## src/rtl/mant_div_seq.sv

```systemverilog
// Restoring mantissa divider for the FDIV path.
// Produces one quotient bit per cycle, plus a sticky bit and a divide-by-zero flag.
// out_busy stalls the pipeline while an operation is in flight.
// in_flush aborts the current operation without producing a valid pulse.
module mant_div_seq #(
    parameter int unsigned MANT_W = 24,
    parameter int unsigned GRS_W  = 2
) (
    input  logic                       in_Clk,
    input  logic                       in_Rst_N,
    input  logic                       in_start,
    input  logic                       in_flush,
    input  logic [MANT_W-1:0]          in_dividend,
    input  logic [MANT_W-1:0]          in_divisor,
    output logic                       out_busy,
    output logic                       out_load,
    output logic                       out_shift_en,
    output logic                       out_valid,
    output logic [MANT_W+GRS_W-1:0]    out_quot,
    output logic                       out_sticky,
    output logic                       out_div_zero
);

    localparam int unsigned QW = MANT_W + GRS_W;
    localparam int unsigned RW = MANT_W + 1;
    localparam int unsigned CW = $clog2(QW + 1);

    typedef enum logic [1:0] {
        S_IDLE = 2'd0,
        S_LOAD = 2'd1,
        S_ITER = 2'd2,
        S_DONE = 2'd3
    } state_t;

    state_t            state_q;
    logic [MANT_W-1:0] dividend_q;
    logic [MANT_W-1:0] divisor_q;
    logic [RW-1:0]     rem_q;
    logic [QW-1:0]     quot_q;
    logic [CW-1:0]     cnt_q;
    logic              zdiv_q;

    logic [RW:0]       diff_d;
    logic              qbit_d;
    logic [RW-1:0]     keep_d;
    logic [RW-1:0]     rem_d;
    logic [QW-1:0]     quot_d;

    // One restoring step: trial subtract, pick quotient bit, shift remainder.
    always_comb begin
        diff_d = {1'b0, rem_q} - {2'b00, divisor_q};
        qbit_d = ~diff_d[RW];
        keep_d = qbit_d ? diff_d[RW-1:0] : rem_q;
        rem_d  = keep_d << 1;
        quot_d = (quot_q << 1) | QW'(qbit_d);
    end

    // Controller, datapath registers and registered outputs.
    // A zero divisor spends a second LOAD cycle (zdiv_q set) before reporting.
    always_ff @(posedge in_Clk or negedge in_Rst_N) begin
        if (!in_Rst_N) begin
            state_q      <= S_IDLE;
            dividend_q   <= '0;
            divisor_q    <= '0;
            rem_q        <= '0;
            quot_q       <= '0;
            cnt_q        <= '0;
            zdiv_q       <= 1'b0;
            out_busy     <= 1'b0;
            out_load     <= 1'b0;
            out_shift_en <= 1'b0;
            out_valid    <= 1'b0;
            out_quot     <= '0;
            out_sticky   <= 1'b0;
            out_div_zero <= 1'b0;
        end else if (in_flush) begin
            state_q      <= S_IDLE;
            zdiv_q       <= 1'b0;
            out_busy     <= 1'b0;
            out_load     <= 1'b0;
            out_shift_en <= 1'b0;
            out_valid    <= 1'b0;
        end else begin
            case (state_q)
                S_IDLE, S_DONE: begin
                    out_valid <= 1'b0;
                    if (in_start) begin
                        state_q      <= S_LOAD;
                        dividend_q   <= in_dividend;
                        divisor_q    <= in_divisor;
                        out_busy     <= 1'b1;
                        out_load     <= 1'b1;
                        out_quot     <= '0;
                        out_sticky   <= 1'b0;
                        out_div_zero <= 1'b0;
                    end else begin
                        state_q <= S_IDLE;
                    end
                end
                S_LOAD: begin
                    if (!zdiv_q) begin
                        rem_q    <= {1'b0, dividend_q};
                        quot_q   <= '0;
                        cnt_q    <= '0;
                        out_load <= 1'b0;
                        if (divisor_q == '0) begin
                            zdiv_q <= 1'b1;
                        end else begin
                            state_q      <= S_ITER;
                            out_shift_en <= 1'b1;
                        end
                    end else begin
                        zdiv_q       <= 1'b0;
                        state_q      <= S_DONE;
                        out_busy     <= 1'b0;
                        out_valid    <= 1'b1;
                        out_quot     <= '1;
                        out_sticky   <= 1'b0;
                        out_div_zero <= 1'b1;
                    end
                end
                S_ITER: begin
                    rem_q  <= rem_d;
                    quot_q <= quot_d;
                    cnt_q  <= cnt_q + CW'(1);
                    if (cnt_q == CW'(QW - 1)) begin
                        state_q      <= S_DONE;
                        out_shift_en <= 1'b0;
                        out_busy     <= 1'b0;
                        out_valid    <= 1'b1;
                        out_quot     <= quot_d;
                        out_sticky   <= |rem_d;
                    end
                end
                default: state_q <= S_IDLE;
            endcase
        end
    end

endmodule

```

## config.mk

```make
export PLATFORM = sky130hd
export DESIGN_NAME = mant_div_seq
export DESIGN_NICKNAME = d
export VERILOG_FILES = /design/src/rtl/mant_div_seq.sv
export SDC_FILE = /design/constraint.sdc
export NUM_CORES = 1
export LEC_CHECK = 0
export CORE_MARGIN = 2
export CORE_UTILIZATION = 63
export CTS_BUF_LIST = sky130_fd_sc_hd__clkbuf_4 sky130_fd_sc_hd__clkbuf_8
export DETAILED_ROUTE_END_ITERATION = 8
export GPL_ROUTABILITY_DRIVEN = 0
export GPL_TIMING_DRIVEN = 0
export HOLD_SLACK_MARGIN = 0.1
export PLACE_DENSITY = 0.92
export SYNTH_ARGS = -nofsm -noshare
export SYNTH_HDL_FRONTEND = slang
export SYNTH_SLANG_ARGS = --single-unit
```

## constraint.sdc

```tcl
create_clock -name in_Clk -period 4.4 [get_ports in_Clk]
set_input_delay 0.66 -clock in_Clk [delete_from_list [all_inputs] [get_ports in_Clk]]
set_output_delay 0.66 -clock in_Clk [all_outputs]
set_load 0.02 [all_outputs]
```

==> impl_metrics.yaml, run 1 <==
timing:
  finalClockSkew_ns: 0.0145
  rsz0062_at_grt: "no"
  fmax_mhz: 301
  fin_crit_sh: 0.756
  fin_ws_ns: 1.07
  finalMaxSlewViolations: 0
  relSlewSlack: 0.198
  setup_viol: 0
  min_period_ns: 3.33
  tns_ns: 0
  worst_pin_slew_ns: 1.19
  hold_violations: 0
finish:
  drive_above_1_share: 0.120
  layoutNonFillerInstCount: 1020
  finalNetCount: 945
  antenna_cells: 0
  area_delta_synth_final_pct: 20.0
  fin_util: 0.777
global_route:
  grt_usage: 0.318
  grt_max_degree: 110
  grt-ovfl-total: 0
  antenna_found_initial: 0
  grt_pass1_wl_um: 31900
  grt_pass1_vias: 6592
synth:
  synthFlopType: "dfrtp_1"
  synth.cell_area_um2: 7430
  yosysTopAreaCellShare: 0.465
  synth.area.top_cells: "dfrtp_1, mux2_2, nand2_1"
  synth_edf_count: 0
  ys_warn_count: 0
  synth_fp_nets: 841
  synth.largest_area_cell: "dfrtp_1"
  synthArstFlopShare: 1.00
  syn_area_per_cell_um2: 9.77
  synth_seq_cells: 138
  syn_inst: 760
  synth-seq-area-share: 0.465
  synth_cell_types: 66
critical_path:
  crit_path_end_kind: "register"
  required_ns: 4.71
  path_class: "register to register"
  critPathLaunchType: "register"
  cp_max_fo: 4
  ff2ff_path_depth: 13
  cp.arrival_ns: 3.64
drt:
  drtPass1Iterations: 8
  postRouteAntennaNets: 0
  top_layer_used: "met4"
  met1_length_um: 7710
  vias: 6572
  viasPerCell: 6.44
  wl_met3_um: 1690
  drc: 0
  wl_per_cell_um: 19.1
  wl_met2_um: 9320
  totalWireLength_um: 19500
  drt_iter0_drc: 638
hold_path:
  worst_hold_path.num_cells: 2
  hold_class: "register to register"
floorplan:
  die_h_um: 113
  core-area_um2: 11500
  rows: 39
  initial_core_util: 0.648
  die-width_um: 113
  io_pins: 84
  dieArea_um2: 12700
run:
  max_cap_violations: 0
clock_network:
  h-tree-depth: 4
  cts_tree: "yes"
  clk_transition_reported_paths_ns: 0.08
  clock_latency_ns: 0.46
  clock-sinks: 138
  numCtsBuffers: 17
  clock_path_buffers: 2
  cts.root.buffer_cell: "clkbuf_8"
pwr:
  total_power_uw: 7560
  power_density_nw_per_um2: 848
  peakVddDrop_mv: 0.518
  leakage_uw: 0.00401
placement:
  hpwl_um: 14000
  placedCellCount: 987
  io_buffers: 83
  pre_cts_slack_ns: 1.15
outcome:
  outcome: "complete, no violations"
cell usage after synthesis (6+ instances only):
cell type	instances
ha_1	28
mux2i_1	14
dfrtp_1	138
o31ai_1	29
o21ai_0	40
inv_1	32
nor2_1	35
nand3_1	31
o21a_1	6
xnor2_1	9
nor4_1	9
nand2_1	108
mux2_2	48
a21o_1	12
xor2_1	13
a21oi_1	59
buf_1	6
clkbuf_1	30
a22oi_1	23
nor3_1	10
worst max-delay path, cell delays in order, from the launching register on:
cell      delay [ns]
dfrtp_1         0.40
inv_1           0.09
ha_1            0.20
inv_1           0.07
fa_1            0.42
a211oi_1        0.26
o21bai_1        0.20
o211ai_2        0.25
a21boi_2        0.10
o22ai_2         0.14
xnor2_1         0.12
o41a_1          0.43
nor4_1          0.33
a31oi_1         0.16
metrics by stage:
step	hold slack [ns]	area (um2)
5_1_grt	0.516	8910
3_3_place_gp	0.462	8440
3_5_place_dp	0.470	8460
4_1_cts	0.486	8910
6_report	0.480	8910
2_1_floorplan	0.364	7430
power by group:
part / switching, uW / internal (uW) / leakage (uW)
Clock: 495 / 642 / 0.000221
Sequential: 446 / 1760 / 0.00178
Combinational: 2440 / 1780 / 0.00202
kinds of logic after synthesis:
kind of cell | count (synthesis) | share of synthesized area
AND/OR/NAND/NOR | 226 | 0.140
AO/OA/AOI/OAI | 208 | 0.184
flip-flops | 138 | 0.465
buffers and inverters | 75 | 0.0441
multiplexers | 62 | 0.0917
adder cells (fa/ha/maj) | 29 | 0.0499
XOR/XNOR | 22 | 0.0259
cell type report:
type / count / area (um2)
Multi-Input combinational cell: 547 / 3640
Sequential cell: 138 / 3450
Fill cell: 734 / 2560
Timing Repair Buffer: 85 / 870
Clock buffer: 19 / 262
Buffer: 43 / 208
Tap cell: 143 / 179
Clock inverter: 13 / 174
Inverter: 32 / 120
flip-flops by register name, indices dropped and copies added, names as in the netlist:
register,cells
cnt_q,5
out_load,1
rem_q,25
out_div_zero,1
out_valid,1
state_q,2
out_quot,26
dividend_q,24
out_shift_en,1
quot_q,25
out_sticky,1
zdiv_q,1
out_busy,1
divisor_q,24
cells in the final DEF (no fill, tap or decap), types with 6 or more instances in the layout:
cell type	n
mux2_2	48
a21oi_1	59
xor2_1	13
nand3_1	31
a21o_1	12
clkbuf_1	30
inv_1	32
o31ai_1	29
o21ai_0	40
a22oi_1	23
buf_1	6
nor2_1	35
dfrtp_1	138
nor3_1	10
xnor2_1	9
o21a_1	6
mux2i_1	14
clkbuf_8	23
clkdlybuf4s50_1	82
nand2_1	108
nor4_1	9
clkinv_2	6
ha_1	28
final timing paths:
path,slack [ns],from,end
setup / recovery,1.07,rem_q[0],out_sticky
hold / removal,0.48,out_quot[2],out_quot[2]
setup reg to reg,1.07,rem_q[0],out_sticky
hold reg to reg,0.48,out_quot[2],out_quot[2]
max in group asynchronous,2.95,in_Rst_N,dividend_q[22]
min in group asynchronous,0.64,in_Rst_N,divisor_q[0]
routing by layer:
metal / up-vias / GRT usage
met5: - / 0
met4: 0 / 0.148
met3: 74 / 0.0832
met2: 366 / 0.505
met1: 3193 / 0.410
li1: 2939 / -
what timing repair did:
item / in CTS / in global routing
hold buffers: 1 / 0
hold endpoints to repair: 29 / 0
gates resized for setup: 0 / 0
setup buffers: 0 / 0
Note: power is estimated with default switching activity, not from simulation.
==> run 2: changes to the inputs <==
CORE_UTILIZATION = 59   (was 63)
PLACE_DENSITY = 0.87   (was 0.92)
clock period = 3.1 ns   (was 4.4 ns; I/O delays follow)
==> impl_metrics.yaml, run 2 (synthesized netlist as in run 1, its figures left out) <==
critical_path:
  required_ns: 3.45
  crit_path_end_kind: "register"
  cp_max_fo: 6
  critPathLaunchType: "register"
  path_class: "register to register"
  cp.arrival_ns: 3.38
drt:
  viasPerCell: 6.17
  drt_iter0_drc: 579
  drtPass1Iterations: 7
  totalWireLength_um: 19400
  wl_per_cell_um: 18.6
  vias: 6456
  postRouteAntennaNets: 0
  drc: 0
timing:
  fin_crit_sh: 0.977
  worst_pin_slew_ns: 1.12
  min_period_ns: 3.03
  fmax_mhz: 330
  relSlewSlack: 0.250
  finalClockSkew_ns: 0.00973
  rsz0062_at_grt: "no"
  finalMaxSlewViolations: 0
  hold_violations: 0
  setup_viol: 0
finish:
  nFillCells: 855
  finalNetCount: 948
  reg_top3: "out_quot x26, quot_q x25, rem_q x25"
  largest_register_ff_count: 26
  antenna_cells: 0
  area_delta_synth_final_pct: 21.5
  layout_commonest_cell: "dfrtp_1"
  final_cell_mix: "dfrtp_1, nand2_1, clkdlybuf4s50_1"
  drive_above_1_share: 0.139
  design_area_um2: 9020
  layoutNonFillerInstCount: 1046
  multi_input_area_um2: 3740
  final-seq-area_um2: 3450
  max_flop_register: "out_quot"
  fin_util: 0.742
placement:
  placedCellCount: 1012
  io_buffers: 83
  hpwl_um: 14100
  postPlaceCellArea_um2: 8500
clock_network:
  clock_latency_ns: 0.47
  h-tree-depth: 4
  cts_tree: "yes"
  clock_path_buffers: 2
  clock-sinks: 138
  cts.root.buffer_cell: "clkbuf_8"
  clk_transition_reported_paths_ns: 0.08
  numCtsBuffers: 17
global_route:
  grt_pass1_vias: 6363
  antenna_found_initial: 0
  grt_max_degree: 103
  grt_pass1_wl_um: 31600
  grt-ovfl-total: 0
  grt_usage: 0.306
floorplan:
  io_pins: 84
  initial_core_util: 0.611
  core-area_um2: 12200
  rows: 40
  die_h_um: 116
  dieArea_um2: 13500
  die-width_um: 116
hold_path:
  hold_class: "primary input to async pin"
outcome:
  outcome: "complete, no violations"
pwr:
  peakVddDrop_mv: 0.718
  leakage_uw: 0.00403
  power_density_nw_per_um2: 1200
run:
  max_cap_violations: 0
## run 2: cell types whose count changed in the layout (fill, tap and decap cells not counted), moves of 3 or more
| cell | delta |
|---|---|
| clkinv_2 | -4 |
| buf_4 | +3 |
| xnor2_1 | -3 |
| xnor2_2 | +3 |
## run 2: stage by stage
step / setup slack [ns] / hold slack (ns) / total power (uW) / setup TNS [ns]
3_3_place_gp: -3.47 / 0.464 / 8590 / -477.35
3_5_place_dp: -0.0852 / 0.388 / 8890 / -0.0852
5_1_grt: 0.00437 / 0.468 / 11500 / 0
2_1_floorplan: 0.349 / 0.169 / 7150 / 0
4_1_cts: 0.0145 / 0.452 / 10400 / 0
6_report: 0.0710 / 0.451 / 10900 / 0
## run 2: layout make-up
cell class,count,area share
tap,168,0.0233
clock inverter,10,0.0132
multi-input combinational,547,0.415
clock buffer,20,0.0305
sequential,138,0.383
buffer,43,0.0230
inverter,32,0.0133
timing repair buffer,88,0.0989
## run 2: metal layers
metal / vias to the layer above / global-route usage / share of wire
li1: 2949 / - / -
met1: 3108 / 0.404 / 0.41
met2: 318 / 0.478 / 0.47
met3: 81 / 0.0841 / 0.077
met4: 0 / 0.132 / 0.038
met5: - / 0 / 0
## run 2: timing repair
item	CTS	global route
buffers inserted	0	3
resized for setup	4	15
hold buffers	1	0
setup endpoints to repair	1	7
pin swaps	1	14
endpoints found under the hold margin	36	0
## run 2: final timing paths
path	cells after the start	slack, ns	from	to
hold / removal	2	0.45	in_Rst_N	divisor_q[6]
max in group asynchronous	3	1.83	in_Rst_N	out_quot[24]
setup / recovery	10	0.07	rem_q[4]	out_sticky
setup reg to reg	10	0.07	rem_q[4]	out_sticky
min in group in_Clk	2	0.48	out_quot[19]	out_quot[19]
hold reg to reg	2	0.48	out_quot[19]	out_quot[19]
## run 2: where the power goes
part	switching [uW]	total (uW)	internal, uW
Sequential	635	3130	2490
Combinational	3600	6270	2670
Clock	701	1470	770
## run 2: worst max-delay path, stage by stage, from the launching register on
cell	delay, ns
dfrtp_1	0.46
ha_1	0.42
o211ai_1	0.14
a21oi_2	0.17
o21a_1	0.23
o211ai_2	0.15
a211oi_4	0.38
nor2_4	0.10
o41a_1	0.48
nor4_4	0.25
a31oi_1	0.12
